**src/rtl/uart_pkg.sv**
```systemverilog
// Shared UART definitions: FSM encoding, frame width and default bit rate.
package uart_pkg;

    localparam int unsigned UART_DATA_BITS    = 8;
    localparam int unsigned UART_CLKS_PER_BIT = 434;

    typedef enum logic [2:0] {
        StIdle,
        StStart,
        StData,
        StStop,
        StWaitHigh
    } uart_state_e;

endpackage

```
**src/rtl/uart_bit_timer.sv**
```systemverilog
// Free-running bit-period counter with clear; flags the terminal and half-period counts.
module uart_bit_timer
    import uart_pkg::*;
#(
    parameter int unsigned CLKS_PER_BIT = UART_CLKS_PER_BIT
) (
    input  logic clk,
    input  logic reset,
    input  logic clear,
    output logic terminal,
    output logic half
);

    localparam int unsigned CntW = $clog2(CLKS_PER_BIT);
    localparam logic [CntW-1:0] TermCnt = CntW'(CLKS_PER_BIT - 1);
    localparam logic [CntW-1:0] HalfCnt = CntW'(CLKS_PER_BIT / 2 - 1);

    logic [CntW-1:0] count;

    always_ff @(posedge clk) begin
        if (reset || clear || terminal) begin
            count <= '0;
        end else begin
            count <= count + CntW'(1);
        end
    end

    assign terminal = (count == TermCnt);
    assign half     = (count == HalfCnt);

endmodule

```
**src/rtl/uart_rx.sv**
```systemverilog
// 8N1 UART receiver with a one-entry valid/ack holding register, framing and overrun flags.
module uart_rx
    import uart_pkg::*;
#(
    parameter int unsigned CLKS_PER_BIT = UART_CLKS_PER_BIT
) (
    input  logic                      clk,
    input  logic                      reset,
    input  logic                      serial_in,
    input  logic                      data_ack,
    output logic [UART_DATA_BITS-1:0] data_out,
    output logic                      data_valid,
    output logic                      busy,
    output logic                      frame_error,
    output logic                      overrun
);

    localparam logic [2:0] LastBit = 3'(UART_DATA_BITS - 1);

    uart_state_e               state;
    logic                      rin;
    logic [2:0]                bit_idx;
    logic [UART_DATA_BITS-1:0] shift;
    logic                      bit_tc;
    logic                      bit_half;
    logic                      timer_clear;

    // Idle pins the counter at zero so the start-bit half period is measured from E0.
    assign timer_clear = (state == StIdle) || ((state == StStart) && bit_half);

    uart_bit_timer #(
        .CLKS_PER_BIT(CLKS_PER_BIT)
    ) u_bit_timer (
        .clk     (clk),
        .reset   (reset),
        .clear   (timer_clear),
        .terminal(bit_tc),
        .half    (bit_half)
    );

    always_ff @(posedge clk) begin
        if (reset) begin
            state       <= StIdle;
            rin         <= 1'b1;
            bit_idx     <= '0;
            shift       <= '0;
            data_out    <= '0;
            data_valid  <= 1'b0;
            frame_error <= 1'b0;
            overrun     <= 1'b0;
        end else begin
            rin         <= serial_in;
            frame_error <= 1'b0;
            overrun     <= 1'b0;
            // A delivery in the same cycle overrides this clear below.
            if (data_ack && data_valid) begin
                data_valid <= 1'b0;
            end
            case (state)
                StIdle: begin
                    if (!rin) state <= StStart;
                end
                StStart: begin
                    bit_idx <= '0;
                    if (bit_half) state <= rin ? StIdle : StData;
                end
                StData: begin
                    if (bit_tc) begin
                        shift[bit_idx] <= rin;
                        bit_idx        <= bit_idx + 3'd1;
                        if (bit_idx == LastBit) state <= StStop;
                    end
                end
                StStop: begin
                    if (bit_tc) begin
                        if (rin) begin
                            state <= StIdle;
                            if (!data_valid || data_ack) begin
                                data_out   <= shift;
                                data_valid <= 1'b1;
                            end else begin
                                overrun <= 1'b1;
                            end
                        end else begin
                            frame_error <= 1'b1;
                            state       <= StWaitHigh;
                        end
                    end
                end
                StWaitHigh: begin
                    if (rin) state <= StIdle;
                end
                default: state <= StIdle;
            endcase
        end
    end

    assign busy = (state != StIdle);

endmodule

```
**config.mk**
```make
export PLATFORM = sky130hd
export DESIGN_NAME = uart_rx
export DESIGN_NICKNAME = d
export VERILOG_FILES = /design/src/rtl/uart_pkg.sv /design/src/rtl/uart_bit_timer.sv /design/src/rtl/uart_rx.sv
export SDC_FILE = /design/constraint.sdc
export NUM_CORES = 1
export LEC_CHECK = 0
export CAP_MARGIN = 20
export CORE_MARGIN = 1
export CORE_UTILIZATION = 55
export DETAILED_ROUTE_END_ITERATION = 10
export PLACE_DENSITY = 0.83
export SYNTH_ARGS = -nofsm -noshare
export SYNTH_HDL_FRONTEND = slang
export SYNTH_SLANG_ARGS = --single-unit
```
**constraint.sdc**
```tcl
create_clock -name clk -period 5.5 [get_ports clk]
set_input_delay 1.375 -clock clk [delete_from_list [all_inputs] [get_ports clk]]
set_output_delay 1.375 -clock clk [all_outputs]
set_load 0.1 [all_outputs]
```
### Word level (Yosys, flattened, before mapping)

Index checks and enable logic that the tools add are counted.

| word-level totals | value |
|---|---|
| register bits | 35 |
| word-level logic and storage cells | 67 |
| output and inout bits | 12 |

| operators by class | value |
|---|---|
| muxes and demuxes | 21 |
| bitwise logic cells | 3 |
| order comparisons | 2 |
| equal/unequal tests | 13 |
| reduce and logical (&&, ||, !) cells | 17 |
| add/sub/neg operators | 2 |

Operators with widths:

| cell | number |
|---|---|
| two-way mux 3 bit | 8 |
| case mux 3 bit (5 select lines) | 1 |
| adder 9 x 1 -> 9 bit (second input constant) | 1 |
| equality test 9 x 8 -> 1 bit (second input constant) | 1 |
| equality test 9 bit (second input constant) | 1 |
| bitwise mux 8 bit | 1 |
| two-way mux 1 bit | 8 |
| != test 2 bit (second input constant) | 4 |
| equality test 3 x 2 -> 1 bit (second input constant) | 2 |
| equality test 3 bit (second input constant) | 2 |
| case mux 3 bit (2 select lines) | 1 |
| AND reduction 6 bit | 1 |
| logical OR 1 bit | 4 |
| < comparator 3 x 4 -> 1 bit (second input constant) | 1 |
| != test 2 x 1 -> 1 bit (second input constant) | 2 |
| AND reduction 2 bit | 2 |
| AND reduction 4 bit | 1 |
| OR reduction 4 bit | 1 |
| adder 3 x 1 -> 3 bit (second input constant) | 1 |
| demux 1 bit (select 3 bit) | 1 |
| equality test 3 x 1 -> 1 bit (second input constant) | 1 |
| >= comparator 3 x 1 -> 1 bit (second input constant) | 1 |
| logical AND 1 bit | 3 |
| zero test 3 bit | 1 |
| other kinds (6) | 8 |

### Longest topological paths before layout

| logic depth | value |
|---|---|
| depth in word-level cells | 6 |
| mapped depth | 7 |
| depth with buffers taken out | 6 |

### By module

From an unflattened synthesis, not the netlist that was laid out.

| unflattened totals | value |
|---|---|
| cells, all modules | 155 |
| area, all modules | 1602.8 um2 |

Modules (own cells, without submodules):

| module | cells each | instances | sequential area each (um2) | area an instance (um2) |
|---|---|---|---|---|
| uart_rx | 104 | 1 | 520.5 | 1146.1 |
| uart_bit_timer | 51 | 1 | 180.2 | 456.7 |

### Worst setup path before layout

No wires, ideal clock.

| timing path | value |
|---|---|
| path kind | register -> output |
| start | register state[0] |
| end | output busy |
| arrival time | 1367 ps |
| required time | 4125 ps |
| slack | 2758 ps |
| stages on the path, launching flop included | 3 |
| path through | dfxtp_1 buf_1 or3_1 |

| between the ends | value |
|---|---|
| word-level cells in the longest chain between the ends | 1 |

Ends and longest elaborated chain:

| element | RTL line | text |
|---|---|---|
| start: declaration | uart_rx.sv:20 | `uart_state_e state;` |
| start signal: assignment | uart_rx.sv:43 | `state <= StIdle;` |
| start signal: assignment | uart_rx.sv:61 | `if (!rin) state <= StStart;` |
| start signal: assignment | uart_rx.sv:65 | `if (bit_half) state <= rin ? StIdle : StData;` |
| nonzero test 3 bit | uart_rx.sv:98 | `assign busy = (state != StIdle);` |
| end: declaration | uart_rx.sv:13 | `output logic busy,` |

Every way passes these cells.

### Final worst setup path

Ends and elaborated chain as after synthesis.

==> results.yml <==
global_routing:
  globalRouteTotalUtil_pct: 20.5
  gr-total-overflow: 0
  grt_pass1_wl_mm: 5.17
  antenna_found_initial: 0
  grt_max_degree: 30
  grt_pass1_vias: 1211
route:
  drc_errors: 2
  drt-total-wl_mm: 3.02
  wire_per_inst_um: 13.8
  via_per_inst: 5.86
  dr.pass1.iters: 9
  ant_nets: 0
  vias: 1283
  drt_iter0_markers: 32
cells_and_area:
  fin_nets: 197
  final_cell_mix: "dfxtp_1 (35), nor2_1 (22), clkdlybuf4s50_1 (15), a21oi_1 (12), mux2i_1 (10)"
  diodes: 0
  regArea_um2: 701
  multi_input_area_um2: 893
  fillers: 242
  syn_to_final_growth_pct: 10.9
  mostFrequentLayoutCell: "dfxtp_1"
  drive_gt1_share_pct: 11.2
  final_cell_area_mm2: 0.00187
timing:
  grt_setup_unrepaired: "false"
  max_freq_ghz: 0.276
  hold_violations: 0
  fin_tns_setup_ns: 0
  setup_violations: 0
  max_slew_margin_pct: 33.6
  fin_crit_ns: 3.63
  fin_ws_ns: 1.87
  tightest_slew_ns: 0.993
  fin_skew_ns: 0.0105
  slew_violations: 0
  whs_ns: 0.467
  post-route-period-util_pct: 66.0
clock_network:
  cts_resized: 0
  worstSkewPairLatency_ns: 0.34
  clk_path_buf_depth: 2
  cts_buffers: 5
  cts_setup_buffers: 0
  cts_sinks: 35
  path_clk_slew_ns: 0.10
  cts_max_level: 2
  clock_tree.root_cell: "clkbuf_4"
  hold_buffers: 0
  cts_tree: "yes"
critical_path:
  worstPathMaxFanout: 13
  endpoint_kind: "primary output"
  required_ns: 4.12
  critPathLaunchType: "flop"
  critical_path_arrival_ns: 2.25
  crit_type: "flop to primary output"
die:
  die-area_mm2: 0.00328
  io_pins: 16
  die_w_um: 57.3
  die_y_um: 57.3
  fp-row-count: 19
  core_area_mm2: 0.00283
  start_util_pct: 59.4
placed_design:
  place_congestion: 0.813
  placed_cell_area_mm2: 0.00181
  portBuffers: 15
  pre_cts_slack_ns: 2.23
  dpl.hpwl_mm: 2.10
yosys:
  synth_edf_count: 0
  ys.flop_type: "dfxtp_1"
  synth.distinct_cells: 40
  ys_seq_area_share_pct: 41.7
  syn_avg_cell_area_um2: 9.45
  syn-instance-count: 178
  synthArstFlopShare_pct: 0
  synthesis.nets: 187
  syn_area_mm2: 0.00168
  synth_warnings: 0
  yosys_register_bits: 35
power_and_ir_drop:
  swShare_pct: 29.6
  power_frac_clock_pct: 28.2
  ir_drop_mv: 0.178
  cellLeakagePower_nw: 0.710
  combPwrFrac_pct: 16.5
  cellPowerDensity_mw_per_mm2: 266
  netSwitchingPower_mw: 0.147
  p_int_mw: 0.350
  fin_total_pwr_mw: 0.497
  p_seq_share_pct: 55.3
run_status:
  violations: "design-rule violations"
  outcome: "finished, violations left"
run:
  drv_cap: 0
worst_hold_path:
  hold_class: "flop to flop"
==> worst max-delay path, cell delays in order (launching register included) <==
cell and delay, ns:
dfxtp_1 0.58, or3_1 0.19, clkdlybuf4s50_1 1.15
==> cells in the mapped netlist (2+ instances only) <==
| cell | number | area (um2) |
|---|---|---|
| nor2_1 | 22 | 82.6 |
| inv_1 | 5 | 18.8 |
| buf_2 | 4 | 20.0 |
| dfxtp_1 | 35 | 701 |
| nand2_1 | 8 | 30.0 |
| nor2b_1 | 5 | 31.3 |
| xnor2_1 | 2 | 17.5 |
| buf_6 | 2 | 22.5 |
| o41ai_2 | 3 | 48.8 |
| a21oi_1 | 12 | 60.1 |
| clkbuf_1 | 6 | 22.5 |
| nand4_1 | 7 | 43.8 |
| o21ai_0 | 6 | 30.0 |
| mux2_2 | 2 | 22.5 |
| ha_1 | 5 | 62.6 |
| nor3_1 | 3 | 15.0 |
| nand4b_1 | 6 | 52.6 |
| xor2_1 | 6 | 52.6 |
| nand2b_1 | 3 | 18.8 |
| mux2i_1 | 10 | 100 |
| nand3_1 | 7 | 35.0 |
==> state kept, by name, indices dropped and copies added, names as in the netlist <==
name	flops
u_bit_timer.count	9
data_out	8
shift	8
bit_idx	3
state	3
data_valid	1
frame_error	1
overrun	1
rin	1
==> power groups by stage <==
stage	sequential, mW	clock [mW]	combinational [mW]
floorplan	0.270	0	0.0758
global placement	0.279	0	0.0793
detailed placement	0.280	0	0.0823
CTS	0.274	0.143	0.0826
global route	0.277	0.155	0.0876
finish	0.275	0.140	0.0820
==> per-stage QoR <==
step                      utilization (%)  cells
after global placement               64.0    212
after floorplan                         -    178
after global routing                 65.9    219
after CTS                            65.9    219
after detailed placement             64.0    212
final                                65.9    219
==> cell type report <==
cell class / count / share of cell area, %
flip-flops and latches: 35 / 37.6
inverters: 5 / 1.01
multi-input cells: 125 / 47.9
clock buffers: 6 / 2.75
well taps: 31 / 2.08
repair buffers: 16 / 8.45
clock inverters: 1 / 0.268
==> final timing paths <==
path	start	endpoint	cells after the start	slack (ns)
max	state[0]	busy	2	1.87
min reg2reg	shift[3]	shift[3]	2	0.47
max reg2reg	u_bit_timer.count[0]	data_out[1]	5	3.44
min	shift[3]	shift[3]	2	0.47
==> cells by family after synthesis <==
logic type / Yosys count / share of synthesized area, %
fa+ha+maj: 5 / 3.72
flops: 35 / 41.7
simple gates: 74 / 26.9
mux: 12 / 7.29
compound gates: 26 / 11.0
buf+inv: 18 / 5.21
xor+xnor: 8 / 4.17
==> routing by layer <==
| layer | GRT usage, % | vias up | part of all wire [%] |
|---|---|---|---|
| li1 | - | 651 | - |
| met1 | 25.6 | 601 | 45 |
| met2 | 33.3 | 26 | 50 |
| met3 | 4.08 | 5 | 3.3 |
| met4 | 11.1 | 0 | 1.5 |
| met5 | 0 | - | 0 |
Power figures use the tool's default switching activity.
